`src/rtl/npl_prog_loader_if.sv`:
```
// npl_prog_loader_if: byte stream in, memory write port and load status out.
interface npl_prog_loader_if #(parameter int WIDTH = 32, parameter int ADDRSIZE = 12);
  logic                in_valid;
  logic [7:0]          in_data;
  logic                in_ready;
  logic                mem_we;
  logic [ADDRSIZE-1:0] mem_addr;
  logic [WIDTH-1:0]    mem_wdata;
  logic                cpu_run;
  logic                done;
  logic                err;
  logic [1:0]          err_code;
  logic [ADDRSIZE:0]   words_loaded;
  modport master (
    output in_valid, in_data,
    input  in_ready, mem_we, mem_addr, mem_wdata, cpu_run, done, err, err_code, words_loaded
  );
  modport slave (
    input  in_valid, in_data,
    output in_ready, mem_we, mem_addr, mem_wdata, cpu_run, done, err, err_code, words_loaded
  );
endinterface

```
`src/rtl/npl_prog_loader.sv`:
```
// npl_prog_loader: loads a framed, checksummed byte image into NPL memory, then releases the CPU.
// Define NPL_LOADER_OPCHECK_EN to reject words whose opcode is above HLT (err_code 3).
module npl_prog_loader #(
  parameter int         WIDTH     = 32,
  parameter int         ADDRSIZE  = 12,
  parameter logic [7:0] SYNC_BYTE = 8'hA5
) (
  input logic clk,
  input logic reset,
  npl_prog_loader_if.slave bus
);
  localparam int BPW     = WIDTH / 8;
  localparam int BIW     = BPW > 1 ? $clog2(BPW) : 1;
  localparam int MEMSIZE = 1 << ADDRSIZE;
  typedef enum logic [2:0] {S_IDLE, S_CNT_HI, S_CNT_LO, S_DATA, S_CKSUM, S_DONE, S_ERROR} state_t;
  state_t              r_state, w_nxt;
  logic [15:0]         r_cnt;
  logic [7:0]          r_xor;
  logic [WIDTH-1:0]    r_word;
  logic [BIW-1:0]      r_bidx;
  logic [ADDRSIZE-1:0] r_addr;
  logic [ADDRSIZE:0]   r_words;
  logic                r_we;
  logic [ADDRSIZE-1:0] r_mem_addr;
  logic [WIDTH-1:0]    r_mem_wdata;
  logic [1:0]          r_err_code, w_err_code;
  logic                w_acc, w_last_byte, w_last_word, w_bad;
  logic [15:0]         w_cnt;
  logic [WIDTH-1:0]    w_word;
  assign w_acc       = bus.in_valid & bus.in_ready;
  assign w_cnt       = {r_cnt[7:0], bus.in_data};
  assign w_word      = WIDTH'({r_word, bus.in_data});
  assign w_last_byte = r_bidx == BIW'(BPW - 1);
  assign w_last_word = 16'(r_words) + 16'd1 == r_cnt;
`ifdef NPL_LOADER_OPCHECK_EN
  assign w_bad = w_word[WIDTH-1 -: 4] > 4'b1001;
`else
  assign w_bad = 1'b0;
`endif
  always_ff @(posedge clk) begin
    if (!reset)
      r_state <= S_IDLE;
    else
      r_state <= w_nxt;
  end
  always_comb begin
    w_nxt      = r_state;
    w_err_code = r_err_code;
    if (w_acc) begin
      case (r_state)
        S_IDLE:   w_nxt = bus.in_data == SYNC_BYTE ? S_CNT_HI : S_IDLE;
        S_CNT_HI: w_nxt = S_CNT_LO;
        S_CNT_LO: begin
          w_nxt      = {1'b0, w_cnt} > 17'(MEMSIZE) ? S_ERROR : w_cnt == 16'd0 ? S_CKSUM : S_DATA;
          w_err_code = {1'b0, w_cnt} > 17'(MEMSIZE) ? 2'd2 : r_err_code;
        end
        S_DATA: begin
          w_nxt      = !w_last_byte ? S_DATA : w_bad ? S_ERROR : w_last_word ? S_CKSUM : S_DATA;
          w_err_code = w_last_byte && w_bad ? 2'd3 : r_err_code;
        end
        S_CKSUM: begin
          w_nxt      = bus.in_data == r_xor ? S_DONE : S_ERROR;
          w_err_code = bus.in_data == r_xor ? r_err_code : 2'd1;
        end
        default: w_nxt = r_state;
      endcase
    end
  end
  always_comb begin
    bus.in_ready     = !(r_state inside {S_DONE, S_ERROR});
    bus.done         = r_state == S_DONE;
    bus.cpu_run      = r_state == S_DONE;
    bus.err          = r_state == S_ERROR;
    bus.err_code     = r_err_code;
    bus.mem_we       = r_we;
    bus.mem_addr     = r_mem_addr;
    bus.mem_wdata    = r_mem_wdata;
    bus.words_loaded = r_words;
  end
  // A completed word is registered here so the write lands one cycle after its last byte.
  always_ff @(posedge clk) begin
    if (!reset) begin
      r_cnt       <= '0;
      r_xor       <= '0;
      r_word      <= '0;
      r_bidx      <= '0;
      r_addr      <= '0;
      r_words     <= '0;
      r_we        <= 1'b0;
      r_mem_addr  <= '0;
      r_mem_wdata <= '0;
      r_err_code  <= '0;
    end else begin
      r_we       <= 1'b0;
      r_err_code <= w_err_code;
      if (w_acc && (r_state == S_CNT_HI || r_state == S_CNT_LO)) begin
        r_cnt <= w_cnt;
        r_xor <= r_xor ^ bus.in_data;
      end
      if (w_acc && r_state == S_DATA) begin
        r_xor  <= r_xor ^ bus.in_data;
        r_word <= w_word;
        r_bidx <= w_last_byte ? '0 : r_bidx + BIW'(1);
        if (w_last_byte && !w_bad) begin
          r_we        <= 1'b1;
          r_mem_addr  <= r_addr;
          r_mem_wdata <= w_word;
          r_addr      <= r_addr + ADDRSIZE'(1);
          r_words     <= r_words + (ADDRSIZE + 1)'(1);
        end
      end
    end
  end
endmodule

```
`src/flat_wrapper.sv`:
```
// flat-port wrapper written by rule: the top's interface ports become plain ports
module npl_prog_loader_flat 
#(
  parameter int         WIDTH     = 32,
  parameter int         ADDRSIZE  = 12,
  parameter logic [7:0] SYNC_BYTE = 8'hA5
)
  (clk, reset, bus_in_valid, bus_in_data, bus_in_ready, bus_mem_we, bus_mem_addr, bus_mem_wdata, bus_cpu_run, bus_done, bus_err, bus_err_code, bus_words_loaded);
  npl_prog_loader_if #(.WIDTH(WIDTH), .ADDRSIZE(ADDRSIZE)) bus_i ();
  input logic clk;
  input logic reset;
  input wire logic [$bits(bus_i.in_valid)-1:0] bus_in_valid;
  input wire logic [$bits(bus_i.in_data)-1:0] bus_in_data;
  output wire logic [$bits(bus_i.in_ready)-1:0] bus_in_ready;
  output wire logic [$bits(bus_i.mem_we)-1:0] bus_mem_we;
  output wire logic [$bits(bus_i.mem_addr)-1:0] bus_mem_addr;
  output wire logic [$bits(bus_i.mem_wdata)-1:0] bus_mem_wdata;
  output wire logic [$bits(bus_i.cpu_run)-1:0] bus_cpu_run;
  output wire logic [$bits(bus_i.done)-1:0] bus_done;
  output wire logic [$bits(bus_i.err)-1:0] bus_err;
  output wire logic [$bits(bus_i.err_code)-1:0] bus_err_code;
  output wire logic [$bits(bus_i.words_loaded)-1:0] bus_words_loaded;
  assign bus_i.in_valid = bus_in_valid;
  assign bus_i.in_data = bus_in_data;
  assign bus_in_ready = bus_i.in_ready;
  assign bus_mem_we = bus_i.mem_we;
  assign bus_mem_addr = bus_i.mem_addr;
  assign bus_mem_wdata = bus_i.mem_wdata;
  assign bus_cpu_run = bus_i.cpu_run;
  assign bus_done = bus_i.done;
  assign bus_err = bus_i.err;
  assign bus_err_code = bus_i.err_code;
  assign bus_words_loaded = bus_i.words_loaded;
  npl_prog_loader #(.WIDTH(WIDTH), .ADDRSIZE(ADDRSIZE), .SYNC_BYTE(SYNC_BYTE)) u_core (.clk(clk), .reset(reset), .bus(bus_i));
endmodule
```
`config.mk`:
```
export PLATFORM = sky130hd
export DESIGN_NAME = npl_prog_loader_flat
export DESIGN_NICKNAME = d
export VERILOG_FILES = /design/src/rtl/npl_prog_loader_if.sv /design/src/rtl/npl_prog_loader.sv /design/src/flat_wrapper.sv
export SDC_FILE = /design/constraint.sdc
export NUM_CORES = 1
export LEC_CHECK = 0
export ABC_AREA = 1
export BUFFER_PORTS_ARGS = -buffer_cell sky130_fd_sc_hd__buf_2
export CORE_ASPECT_RATIO = 2
export CORE_MARGIN = 2
export CORE_UTILIZATION = 60
export DETAILED_ROUTE_END_ITERATION = 8
export PLACE_DENSITY = 0.8
export SYNTH_ARGS = -nofsm -noshare
export SYNTH_HDL_FRONTEND = slang
export SYNTH_SLANG_ARGS = --single-unit
```
`constraint.sdc`:
```
create_clock -name clk -period 3.2 [get_ports clk]
set_input_delay 0.8 -clock clk [delete_from_list [all_inputs] [get_ports clk]]
set_output_delay 0.8 -clock clk [all_outputs]
set_load 0.02 [all_outputs]
```
After elaboration in Yosys (flattened, before gate mapping)
Index checks and enable logic that the tools add are counted.

operators by class
  eq/ne operators = 12
  reduce and logical (&&, ||, !) cells = 14
  multiplexer cells = 14
  $add $sub $neg = 4
  bitwise operators = 2
  magnitude comparators = 1

operator list
  kind                                                              count
  equality test 16 bit                                              1
  greater-than comparator 16 x 13 -> 1 bit (second input constant)  1
  logical NOT 16 bit                                                1
  two-way mux 8 bit                                                 2
  one-hot mux 3 bit (5 select lines)                                1
  adder 13 x 1 -> 14 bit (second input constant)                    1
  adder 13 x 1 -> 13 bit (second input constant)                    1
  adder 12 x 1 -> 12 bit (second input constant)                    1
  two-way mux 3 bit                                                 4
  equality test 3 bit (second input constant)                       3
  equality test 8 bit                                               1
  equality test 8 bit (second input constant)                       1
  two-way mux 2 bit                                                 4
  bitwise XOR 8 bit                                                 1
  equality test 3 x 2 -> 1 bit (second input constant)              2
  AND reduction 2 bit                                               3
  nonzero test 2 bit                                                3
  nonzero test 5 bit                                                1
  one-hot mux 2 bit (2 select lines)                                1
  AND reduction 4 bit                                               1
  equality test 3 x 1 -> 1 bit (second input constant)              1
  logical NOT 3 bit                                                 1
  adder 2 x 1 -> 2 bit (second input constant)                      1
  equality test 2 bit (second input constant)                       1
  other kinds (7)                                                   9

word-level totals
  register bits after elaboration = 125
  word-level logic and storage cells = 58
  input port bits = 11

Longest topological paths before layout
Gate-level depths: netlist (run 1).

  word-level depth = 7
  gate-level depth with buffers = 16
  mapped depth without buffers = 16

Worst setup path before layout (run 1)
Ideal clock, no wire load.

  kind = reg2out
  start point = register u_core.r_state[0]
  end point = output bus_done
  arrival time = 1292 ps
  path slack = 1108 ps
  data required time = 2400 ps
  stages on the path, launching flop included = 5
  cells stage by stage = dfxtp_1 -> inv_1 -> or2_2 -> nor2_1 -> buf_4

on the way
  cells in the longest elaborated chain, start to end = 1

ends and longest elaborated chain
  item                    RTL line               RTL
  start, declared         npl_prog_loader.sv:16  state_t r_state, w_nxt;
  start signal, assigned  npl_prog_loader.sv:44  r_state <= w_nxt;
  equality test 3 bit     -
  end, declared           flat_wrapper.sv:19     output wire logic [$bits(bus_i.done)-1:0] bus_done;

Every way passes these cells.

Worst setup path after layout (run 1)
  start point = register u_core.r_state[0]
  end point = output bus_in_ready

on the way
  cells in the longest elaborated chain, start to end = 3
  elaborated cells on any way between the ends = 4
  classes of those cells = 2 x eq/ne; 2 x reduce/logical

ends and longest elaborated chain
  item                    RTL line               RTL
  equality test 3 bit     npl_prog_loader.sv:70  bus.in_ready = !(r_state inside {S_DONE, S_ERROR});
  nonzero test 2 bit (*)  npl_prog_loader.sv:70
  logical NOT 1 bit (*)   npl_prog_loader.sv:70
  end, declared           flat_wrapper.sv:14     output wire logic [$bits(bus_i.in_ready)-1:0] bus_in_ready;

Every way passes the cells marked *; elsewhere a longest branch is shown, timed or not.

==> summary.txt, run 1 <==
Final layout
  – ANT cells: 0
  – Layout cell share with drive strength beyond 1: 0.1560
  – Register area: 0.002502 mm²
  – Layout Cells excl Fill: 895
  – Filler cell count: 677
  – Nets: 797
  – Area grow syn2layout: 18.33%
  – Area of the multi-input gates: 0.002323 mm²
  – Fin area: 0.006301 mm²

Timing
  – Least-Margin Pin Slew: 0.8708 ns
  – RSZ-0062 raised after global routing: no
  – PnR worst setup slack: 0.8276 ns
  – Final hold violation count: 0
  – Final setup viols: 0
  – Slew Viols, Final: 0
  – Crit path time final: 2.372 ns
  – Normalized max-slew margin: 0.4194
  – Final setup TNS: 0 ns
  – Fmax: 421.5 MHz
  – Clock Skew: 0.005503 ns
  – Crit share post-route: 0.7414

Setup path
  – CP Capture Type: primary output
  – CP Data Required Time: 2.40 ns
  – Crit path max fanout: 4
  – CP Cell Sequence: inv_1 -> or2_2 -> nor2_1 -> nor2_1 -> buf_2
  – Crit-path slowest cell: dfxtp_1
  – Crit path largest cell delay: 0.42 ns
  – Most frequent CP cell: nor2_1
  – Crit path launch type: register
  – Worst Setup SP: u_core.r_state[0]
  – WS Path Type: reg2out
  – WP data arrival: 1.57 ns
  – Worst R2R Start: u_core.bus.words_loaded[0]

Placed design
  – Final HPWL DP: 9.237 mm
  – Input/output buffers: 74
  – Post-DP Area: 0.005723 mm²
  – Final Wtd Congestion: 0.9308
  – Placed Instances: 864
  – Post-place setup slack: 0.8117 ns

Die
  – Die W: 70.62 µm
  – Die height: 137.2 µm
  – Std cell rows: 48
  – Die Area: 0.009691 mm²
  – Core Area: 0.008648 mm²
  – I/O pin total: 75
  – Starting density of the core: 0.6157

Detailed routing
  – DRC errors left: 0
  – WL/cell: 15.47 µm
  – Wire length on met2: 7.734 mm
  – DRT Pass-1 Iters: 5
  – WL met3: 542 µm
  – Final wirelength: 13.84 mm
  – Drt via density: 5.635
  – Top routing layer in use: met4
  – DRT met1 WL: 4.992 mm
  – Via count: 5043
  – Drt initial violations: 434
  – Final ANT Viol Nets: 0

Global route
  – Global Route Usage Sum: 0.2893
  – First-pass GRT wire length: 21.99 mm
  – Pin count of the biggest net entering global routing: 104
  – Initial antenna violation count: 0
  – GRT overflow: 0
  – Number of global-route vias before repair: 4738

Synthesis
  – Post-Synth XOR/XNOR Area: 0.01480
  – Avg Cell Area, Syn: 7.417 µm²
  – Syn Nets: 732
  – Main combinational cell family by area after synthesis: simple AND/OR/NAND/NOR gates
  – Asr flop ratio synth: 0
  – Synth Cell Area: 0.005325 mm²
  – Register area share after synthesis: 0.4699
  – Netlist cell types: 38
  – Post-synthesis simple-gate area fraction: 0.2204
  – Post-Synth Adder-Cell Area: 0.007049
  – Post-synthesis mux area share: 0
  – Post-Synthesis Cells: 718
  – Most common flop cell mapped by yosys: dfxtp_1
  – Post-synthesis compound-gate area fraction: 0.1941
  – Number of enable flip-flop cells after synthesis: 0
  – #FFs+latches synth: 125
  – Yosys warning count: 0

Pwr
  – Leakage power: 2.761 nW
  – Max rail drop VDD: 0.0005088 V
  – Final Total Pwr: 3.651 mW
  – P per Cell Area: 579.4 mW/mm²

Clock tree
  – CTS Buf Count: 17
  – PostCTS Resize Cnt: 0
  – CTS tree: built
  – Post-CTS setup buffers: 0
  – CTS sink count: 125
  – Worst skew pair latency: 0.41 ns
  – CTS root buffer: clkbuf_16
  – Clk pin slew, worst setup/hold paths: 0.05 ns
  – CTS Buffer Depth: 2
  – Hold-fix buffers at CTS: 0
  – H-tree Lvls: 4

Min path
  – Worst Hold Launch: u_core.bus.err_code[0]
  – Hold Crit Class: reg2reg

Job
  – # Max-Cap Violations: 0

Outcome
  – Outcome: finished clean
-- through the flow --
| step | utilization | hold WS (ns) |
|---|---|---|
| after detailed placement | 0.6617 | 0.4313 |
| after global routing | 0.7286 | 0.4745 |
| final | 0.7286 | 0.4354 |
| after floorplan | - | 0.4205 |
| after CTS | 0.7286 | 0.4399 |
| after global placement | 0.6617 | 0.4277 |
-- routing by layer --
layer	GRT usage	vias to the layer above
met5	0	-
met4	0.1488	0
met3	0.06072	44
met2	0.5440	164
met1	0.2952	2330
li1	-	2505
-- power breakdown --
part | internal, mW | switching (mW)
clock network | 1.18 | 0.692
logic | 0.0523 | 0.119
registers | 1.58 | 0.0221
total | 2.82 | 0.833
-- logic make-up after synthesis --
kind of cell             after synthesis
AO/OA/AOI/OAI                        202
adder cells (fa/ha/maj)                3
buffers and inverters                129
XOR/XNOR                               9
AND/OR/NAND/NOR                      250
flip-flops                           125
-- registers in the layout, summed over array words and instances (netlist names), 2 cells and up --
signal / count
u_core.bus.mem_wdata: 32
u_core.r_word: 24
u_core.r_cnt: 16
u_core.bus.words_loaded: 13
u_core.bus.mem_addr: 12
u_core.r_addr: 12
u_core.r_xor: 8
u_core.r_state: 3
u_core.bus.err_code: 2
u_core.r_bidx: 2
-- synthesized netlist by cell type, drive strengths merged, types with 2 or more instances --
master    n  share of area
nor3      6         0.0066
inv      95          0.067
nand2   112          0.079
nor2     52          0.047
buf       9         0.0092
nor4      5         0.0059
a21oi    91          0.086
ha        3         0.0070
xor2      8          0.013
o21ai   104          0.098
nand3    59          0.058
nand4    13          0.019
dfxtp   125           0.47
clkbuf   25          0.018
o211ai    2         0.0028
-- worst max-delay path, delay by kind of cell (launching register included) --
kind / cells / cell delay, ns
buffers and inverters: 2 / 0.24
flip-flops: 1 / 0.42
AND/OR/NAND/NOR: 3 / 0.51
-- path summary, 6_finish.rpt --
path	to	slack (ns)	cells past startpoint
worst min register to register	u_core.bus.err_code[0]	0.44	2
worst max-delay path	bus_in_ready	0.83	5
worst min-delay path	u_core.bus.err_code[0]	0.44	2
worst max register to register	u_core.r_state[1]	0.84	16
-- final cells by class --
type | count | share of cell area
Inverter | 95 | 0.05659
Clock buffer | 22 | 0.07367
Timing Repair Buffer | 80 | 0.06593
Sequential cell | 125 | 0.3971
Tap cell | 100 | 0.01986
Clock inverter | 9 | 0.01807
Multi-Input combinational cell | 464 | 0.3687
-- cell usage in the layout (no fill, tap or decap), types with 2 or more instances in the layout --
cell type	Yosys	layout
buf_4	1	6
nor4_1	5	5
nand4_1	11	11
ha_1	3	3
o211ai_1	2	2
nor2_8	2	2
nor2_1	44	44
xor2_1	8	8
bufinv_16	0	2
clkinvlp_4	0	6
dfxtp_1	125	125
a21oi_1	90	90
nor2_4	2	2
clkbuf_16	0	17
inv_1	94	94
nand2_1	111	111
clkbuf_1	25	3
clkbuf_8	0	2
o21ai_0	103	103
nor2_2	4	4
nand3_1	58	58
buf_2	3	74
nor3_1	5	5
(Power assumes the default switching activity.)
==> run 2, diff against run 1 <==
--- a/config.mk
+++ b/config.mk
@@ -9,9 +9,9 @@
 export BUFFER_PORTS_ARGS = -buffer_cell sky130_fd_sc_hd__buf_2
 export CORE_ASPECT_RATIO = 2
 export CORE_MARGIN = 2
-export CORE_UTILIZATION = 60
+export CORE_UTILIZATION = 57
 export DETAILED_ROUTE_END_ITERATION = 8
-export PLACE_DENSITY = 0.8
+export PLACE_DENSITY = 0.76
 export SYNTH_ARGS = -nofsm -noshare
 export SYNTH_HDL_FRONTEND = slang
 export SYNTH_SLANG_ARGS = --single-unit
==> constraint.sdc (replaced) <==
create_clock -name clk -period 2.4 [get_ports clk]
set_input_delay 0.6 -clock clk [delete_from_list [all_inputs] [get_ports clk]]
set_output_delay 0.6 -clock clk [all_outputs]
set_load 0.02 [all_outputs]
==> run 2 against run 1 <==
  * Count of clock-buffer cells in the layout shrank 3
  * Wire length shrank 2.1%
  * Flip-flop and latch count is the same
  * Via count grew 0.52%
  * Utilization shrank 1.6 points
  * Final cell count grew 0.67%
  * Cell area grew 1.9%
  * Total power grew 40%
==> summary.txt, run 2 (synthesis results as in run 1) <==
Outcome
  – Outcome: finished clean

Timing
  – Least-Margin Pin Slew: 0.5751 ns (-0.2957 ns)
  – Final setup viols: 0 (unchanged)
  – Crit path time final: 2.156 ns
  – RSZ-0062 raised after global routing: no
  – Clock Skew: 0.006351 ns (+0.0008487 ns)
  – Slew Viols, Final: 0 (unchanged)
  – Final setup TNS: 0 ns (unchanged)
  – Final hold violation count: 0 (unchanged)
  – Fmax: 463.8 MHz
  – Normalized max-slew margin: 0.6161 (+0.1967)
  – Crit share post-route: 0.8983

Setup path
  – Delay-heaviest family, CP: simple AND/OR/NAND/NOR gates
  – CP Capture Type: primary output
  – WP data arrival: 1.56 ns (about the same)
  – Crit path largest cell delay: 0.41 ns (about the same)
  – CP bufs+invs: 2 (unchanged)
  – Crit path max fanout: 4 (unchanged)
  – Crit-path slowest cell: dfxtp_1
  – Most frequent CP cell: nor2_1
  – CP Cell Sequence: inv_1 -> or2_2 -> nor2_1 -> nor2_1 -> buf_2
  – CP Data Required Time: 1.80 ns (-0.60 ns)
  – WS Path Type: reg2out
  – Crit path launch type: register

Global route
  – First-pass GRT wire length: 22.30 mm (+1.4%)
  – Global Route Usage Sum: 0.2785 (-0.01080)
  – Number of global-route vias before repair: 4888 (+3.2%)
  – Pin count of the biggest net entering global routing: 60 (-42%)
  – Initial antenna violation count: 0 (unchanged)
  – GRT overflow: 0 (unchanged)

Placed design
  – Post-DP Area: 0.005786 mm² (+1.1%)
  – Final HPWL DP: 9.339 mm (+1.1%)
  – Placed Instances: 869 (+0.58%)
  – Input/output buffers: 74 (unchanged)
  – Final Wtd Congestion: 0.8656 (-7.0%)

Final layout
  – Fin area: 0.006422 mm² (+1.9%)
  – Layout cell share with drive strength beyond 1: 0.1627 (+0.006729)
  – Commonest non-fill, non-tap cell in the layout: dfxtp_1
  – Area of the multi-input gates: 0.002328 mm² (+0.22%)
  – Area grow syn2layout: 20.61%
  – Nets: 800 (+0.38%)
  – Most frequent cells in the layout: dfxtp_1 (125), nand2_1 (111), o21ai_0 (102)
  – Largest register FFs: 32 (unchanged)
  – Filler cell count: 733 (+8.3%)
  – ANT cells: 0 (unchanged)
  – Register area: 0.002502 mm² (unchanged)
  – Utilization after layout: 0.7126 (-0.01597)
  – Layout Cells excl Fill: 901 (+0.67%)

Die
  – Die Area: 0.01018 mm² (+5.0%)
  – Die height: 140.7 µm (+2.5%)
  – Std cell rows: 49 (+2.1%)
  – Die W: 72.35 µm (+2.4%)
  – Starting density of the core: 0.5909 (-0.02488)
  – I/O pin total: 75 (unchanged)
  – Core Area: 0.009012 mm² (+4.2%)

Detailed routing
  – Via count: 5069 (+0.52%)
  – Final ANT Viol Nets: 0 (unchanged)
  – WL/cell: 15.04 µm (-2.7%)
  – Drt initial violations: 333 (-23%)
  – Final wirelength: 13.55 mm (-2.1%)
  – DRC errors left: 0 (unchanged)
  – DRT Pass-1 Iters: 5 (unchanged)
  – Drt via density: 5.626 (-0.15%)

Job
  – # Max-Cap Violations: 0 (unchanged)

Clock tree
  – H-tree Lvls: 4 (unchanged)
  – CTS Buffer Depth: 2 (unchanged)
  – CTS Buf Count: 17 (unchanged)
  – Hold-fix buffers at CTS: 0 (unchanged)
  – Post-CTS setup buffers: 0 (unchanged)
  – Clk pin slew, worst setup/hold paths: 0.06 ns (about the same)
  – CTS root buffer: clkbuf_16
  – CTS sink count: 125 (unchanged)
  – Worst skew pair latency: 0.41 ns (about the same)
  – CTS tree: built

Min path
  – Hold Crit Class: reg2reg

Pwr
  – P per Cell Area: 793.5 mW/mm² (+37%)
  – Leakage power: 2.827 nW (+2.4%)
  – Max rail drop VDD: 0.0007849 V (+54%)
-- run 2: changes by cell type in the layout (fill, tap and decap cells not counted), sizes merged --
| cell | previous run | this run |
|---|---|---|
| clkinvlp | 6 | 2 |
| buf | 80 | 83 |
| clkbuf | 22 | 19 |
| inv | 95 | 96 |
| clkinv | 1 | 6 |
| bufinv | 2 | 4 |
-- run 2: per-layer routing --
metal  up-vias  global-route usage  wire [µm]
li1       2501                   -          -
met5         -                   0          0
met1      2353              0.2751       4856
met4         0              0.1708        638
met2       162              0.5070       7456
met3        53             0.06076        603
-- run 2: final cells by class --
cell class,count,area share
clock inverters,13,0.02942
flip-flops and latches,125,0.3896
repair buffers,83,0.07403
well taps,102,0.01987
inverters,95,0.05552
clock buffers,19,0.06897
multi-input cells,464,0.3626
-- run 2: final timing paths --
path	start	endpoint	slack [ns]	depth (start not counted)
max	u_core.r_state[0]	bus_in_ready	0.24	5
min	u_core.bus.err_code[0]	u_core.bus.err_code[0]	0.44	2
max reg2reg	u_core.bus.words_loaded[0]	u_core.r_state[1]	0.25	14
min reg2reg	u_core.bus.err_code[0]	u_core.bus.err_code[0]	0.44	2
-- run 2: repair_timing --
item	4_1_cts	5_1_grt
hold endpoints to repair	0	0
resized for setup	0	2
setup endpoints to repair	0	1
-- run 2: power breakdown --
part,leakage [nW],switching (mW),total (mW),internal (mW)
Clock,0.304,0.952,2.72,1.77
Combinational,1.51,0.161,0.236,0.0757
Sequential,1.01,0.0280,2.14,2.11
-- run 2: through the flow --
step | hold WS, ns | total power, mW | setup slack, ns
2_1_floorplan | 0.4205 | 2.335 | 0.4586
6_report | 0.4404 | 5.096 | 0.2440
5_1_grt | 0.4647 | 5.237 | 0.008463
4_1_cts | 0.4465 | 5.115 | 0.1939
3_5_place_dp | 0.4375 | 2.410 | 0.1557
3_3_place_gp | 0.4290 | 2.403 | 0.2743
-- run 2: worst reg2reg max path: cells and delay by family (launching register included) --
kind                     cells  cell delay, ns
AO/OA/AOI/OAI                1            0.05
adder cells (fa/ha/maj)      1            0.24
flip-flops                   1            0.40
AND/OR/NAND/NOR             12            1.33
==> run 3, diff against run 2 <==
--- a/config.mk
+++ b/config.mk
@@ -9,9 +9,10 @@
 export BUFFER_PORTS_ARGS = -buffer_cell sky130_fd_sc_hd__buf_2
 export CORE_ASPECT_RATIO = 2
 export CORE_MARGIN = 2
-export CORE_UTILIZATION = 57
+export CORE_UTILIZATION = 59
+export CTS_BUF_LIST = sky130_fd_sc_hd__clkbuf_4 sky130_fd_sc_hd__clkbuf_8
 export DETAILED_ROUTE_END_ITERATION = 8
-export PLACE_DENSITY = 0.76
+export PLACE_DENSITY = 0.79
 export SYNTH_ARGS = -nofsm -noshare
 export SYNTH_HDL_FRONTEND = slang
 export SYNTH_SLANG_ARGS = --single-unit
==> run 3 against run 2 <==
  * Via count down 1.5%
  * Critical path depth unchanged
  * Sequential power about the same
  * Worst setup slack worse by 0.042 ns
  * Clock skew up 0.0051 ns
  * Die area down 3.2%
  * Final cell count up 0.11%
  * Largest power group is now registers
  * Global-route usage up 0.25 points
  * Largest cell class unchanged
  * Non-clock buffer count up 1
==> summary.txt, run 3 (synthesis results as in run 1) <==
Outcome
  – Outcome: finished clean

Placed design
  – Placed Instances: 870 (+0.12%)
  – Final Wtd Congestion: 0.9365 (+8.2%)
  – Post-place setup slack: 0.2607 ns (+0.1049 ns)
  – Input/output buffers: 74 (unchanged)
  – Final HPWL DP: 9.661 mm (+3.4%)

Clock tree
  – CTS root buffer: clkbuf_8
  – Worst skew pair latency: 0.43 ns (+0.02 ns)
  – Hold-fix buffers at CTS: 0 (unchanged)
  – CTS sink count: 125 (unchanged)
  – CTS Buffer Depth: 2 (unchanged)
  – H-tree Lvls: 4 (unchanged)
  – CTS Buf Count: 17 (unchanged)
  – Clk pin slew, worst setup/hold paths: 0.08 ns (+0.02 ns)
  – Post-CTS setup buffers: 0 (unchanged)
  – CTS tree: built

Timing
  – Least-Margin Pin Slew: 0.6066 ns (+0.03148 ns)
  – Normalized max-slew margin: 0.5951 (-0.02101)
  – Clock Skew: 0.01148 ns (+0.005130 ns)
  – Final setup viols: 0 (unchanged)
  – PnR worst setup slack: 0.2018 ns (-0.04217 ns)
  – Slew Viols, Final: 0 (unchanged)
  – Final setup TNS: 0 ns (unchanged)
  – RSZ-0062 raised after global routing: no
  – Fmax: 454.9 MHz (-1.9%)
  – Worst hold slack: 0.4470 ns (+0.006539 ns)
  – Final hold violation count: 0 (unchanged)
  – Crit share post-route: 0.9159 (+0.01757)
  – Crit path time final: 2.198 ns (+0.04217 ns)

Pwr
  – Max rail drop VDD: 0.0005909 V (-25%)
  – Sw frac: 0.2581 (+0.03425)
  – P per Cell Area: 681.3 mW/mm² (-14%)
  – Internal Pwr Total: 3.115 mW (-21%)
  – Switch Pwr: 1.084 mW (-5.0%)
  – Comb pwr share: 0.054 (+0.008)
  – Leakage power: 2.710 nW (-4.2%)
  – Clock share of power: 0.438 (-0.096)
  – Sequential power share: 0.509 (+0.089)

Die
  – Core Area: 0.008890 mm² (-1.4%)
  – Die Area: 0.009847 mm² (-3.2%)
  – Std cell rows: 49 (unchanged)
  – I/O pin total: 75 (unchanged)
  – Die height: 138.4 µm (-1.7%)
  – Die W: 71.18 µm (-1.6%)
  – Starting density of the core: 0.5990 (+0.008150)

Job
  – # Max-Cap Violations: 0 (unchanged)

Final layout
  – Area grow syn2layout: 15.72%
  – Most frequent cells in the layout: dfxtp_1 (125), nand2_1 (111), o21ai_0 (103)
  – Nets: 801 (+0.13%)
  – ANT cells: 0 (unchanged)
  – Layout Cells excl Fill: 902 (+0.11%)
  – Layout cell share with drive strength beyond 1: 0.1650 (+0.002297)
  – Largest register FFs: 32 (unchanged)
  – Filler cell count: 758 (+3.4%)
  – Commonest non-fill, non-tap cell in the layout: dfxtp_1

Min path
  – Hold Crit Class: reg2reg

Setup path
  – Most frequent CP cell: nor2_1
  – WS Path Type: reg2out
  – CP Cell Sequence: inv_1 -> or2_2 -> nor2_1 -> nor2_1 -> buf_2
  – Crit path launch type: register
  – Crit path largest cell delay: 0.44 ns (+0.03 ns)
  – WP data arrival: 1.60 ns (+0.04 ns)
  – CP Capture Type: primary output
  – Crit path max fanout: 4 (unchanged)
  – Crit-path slowest cell: dfxtp_1
  – CP Data Required Time: 1.80 ns (about the same)

Global route
  – First-pass GRT wire length: 22.22 mm (-0.34%)
  – GRT overflow: 0 (unchanged)
  – Initial antenna violation count: 0 (unchanged)
  – Global Route Usage Sum: 0.2810 (+0.002509)
  – Number of global-route vias before repair: 4896 (+0.16%)
  – Pin count of the biggest net entering global routing: 62 (+3.3%)

Detailed routing
  – Final ANT Viol Nets: 0 (unchanged)
  – Via count: 4992 (-1.5%)
  – Drt initial violations: 303 (-9.0%)
  – DRT Pass-1 Iters: 6 (+1)
  – DRC errors left: 0 (unchanged)
  – Drt via density: 5.534 (-1.6%)
  – WL/cell: 14.87 µm (-1.1%)
  – Final wirelength: 13.42 mm (-1.0%)
run 3: final timing paths:
check | start | to | slack [ns] | cells past startpoint
setup / recovery | u_core.r_state[0] | bus_in_ready | 0.20 | 5
hold reg to reg | u_core.r_word[23] | u_core.bus.mem_wdata[31] | 0.45 | 2
hold / removal | u_core.r_word[23] | u_core.bus.mem_wdata[31] | 0.45 | 2
setup reg to reg | u_core.bus.words_loaded[0] | u_core.r_state[2] | 0.29 | 15
run 3: per-stage QoR:
stage	power, mW	utilization	instance area [µm²]
finish	4.198	0.6932	6162
global route	4.354	0.6932	6162
CTS	4.222	0.6926	6157
detailed placement	2.404	0.6474	5756
global placement	2.397	0.6474	5756
floorplan	2.335	-	5325
run 3: timing repair:
action	4_1_cts	5_1_grt
setup endpoints to repair	0	2
hold endpoints to repair	0	0
gates resized for setup	0	1
run 3: area by class of cell:
class | count | area [µm²] | area share
Timing Repair Buffer | 84 | 445.4 | 0.07228
Clock buffer | 17 | 234.0 | 0.03797
Inverter | 95 | 356.6 | 0.05787
Tap cell | 102 | 127.6 | 0.02071
Multi-Input combinational cell | 464 | 2328 | 0.3779
Sequential cell | 125 | 2502 | 0.4061
Clock inverter | 15 | 167.7 | 0.02721
run 3: per-layer routing:
layer / up-vias / share of wire / track usage
met1: 2300 / 0.37 / 0.2967
met2: 147 / 0.55 / 0.5063
met3: 40 / 0.046 / 0.06633
met4: 0 / 0.038 / 0.1341
met5: - / 0 / 0
li1: 2505 / - / -
run 3: power by group through the flow:
| stage | registers [mW] | clock network, mW | logic [mW] |
|---|---|---|---|
| floorplan | 2.17 | 0 | 0.160 |
| global placement | 2.18 | 0 | 0.216 |
| detailed placement | 2.18 | 0 | 0.222 |
| CTS | 2.13 | 1.87 | 0.223 |
| global route | 2.14 | 1.96 | 0.253 |
| finish | 2.14 | 1.84 | 0.225 |
run 3: critical path, delay by kind of cell, from the launching register on:
kind,cells,cell delay [ns]
flops,1,0.44
simple gates,3,0.49
buf+inv,2,0.23
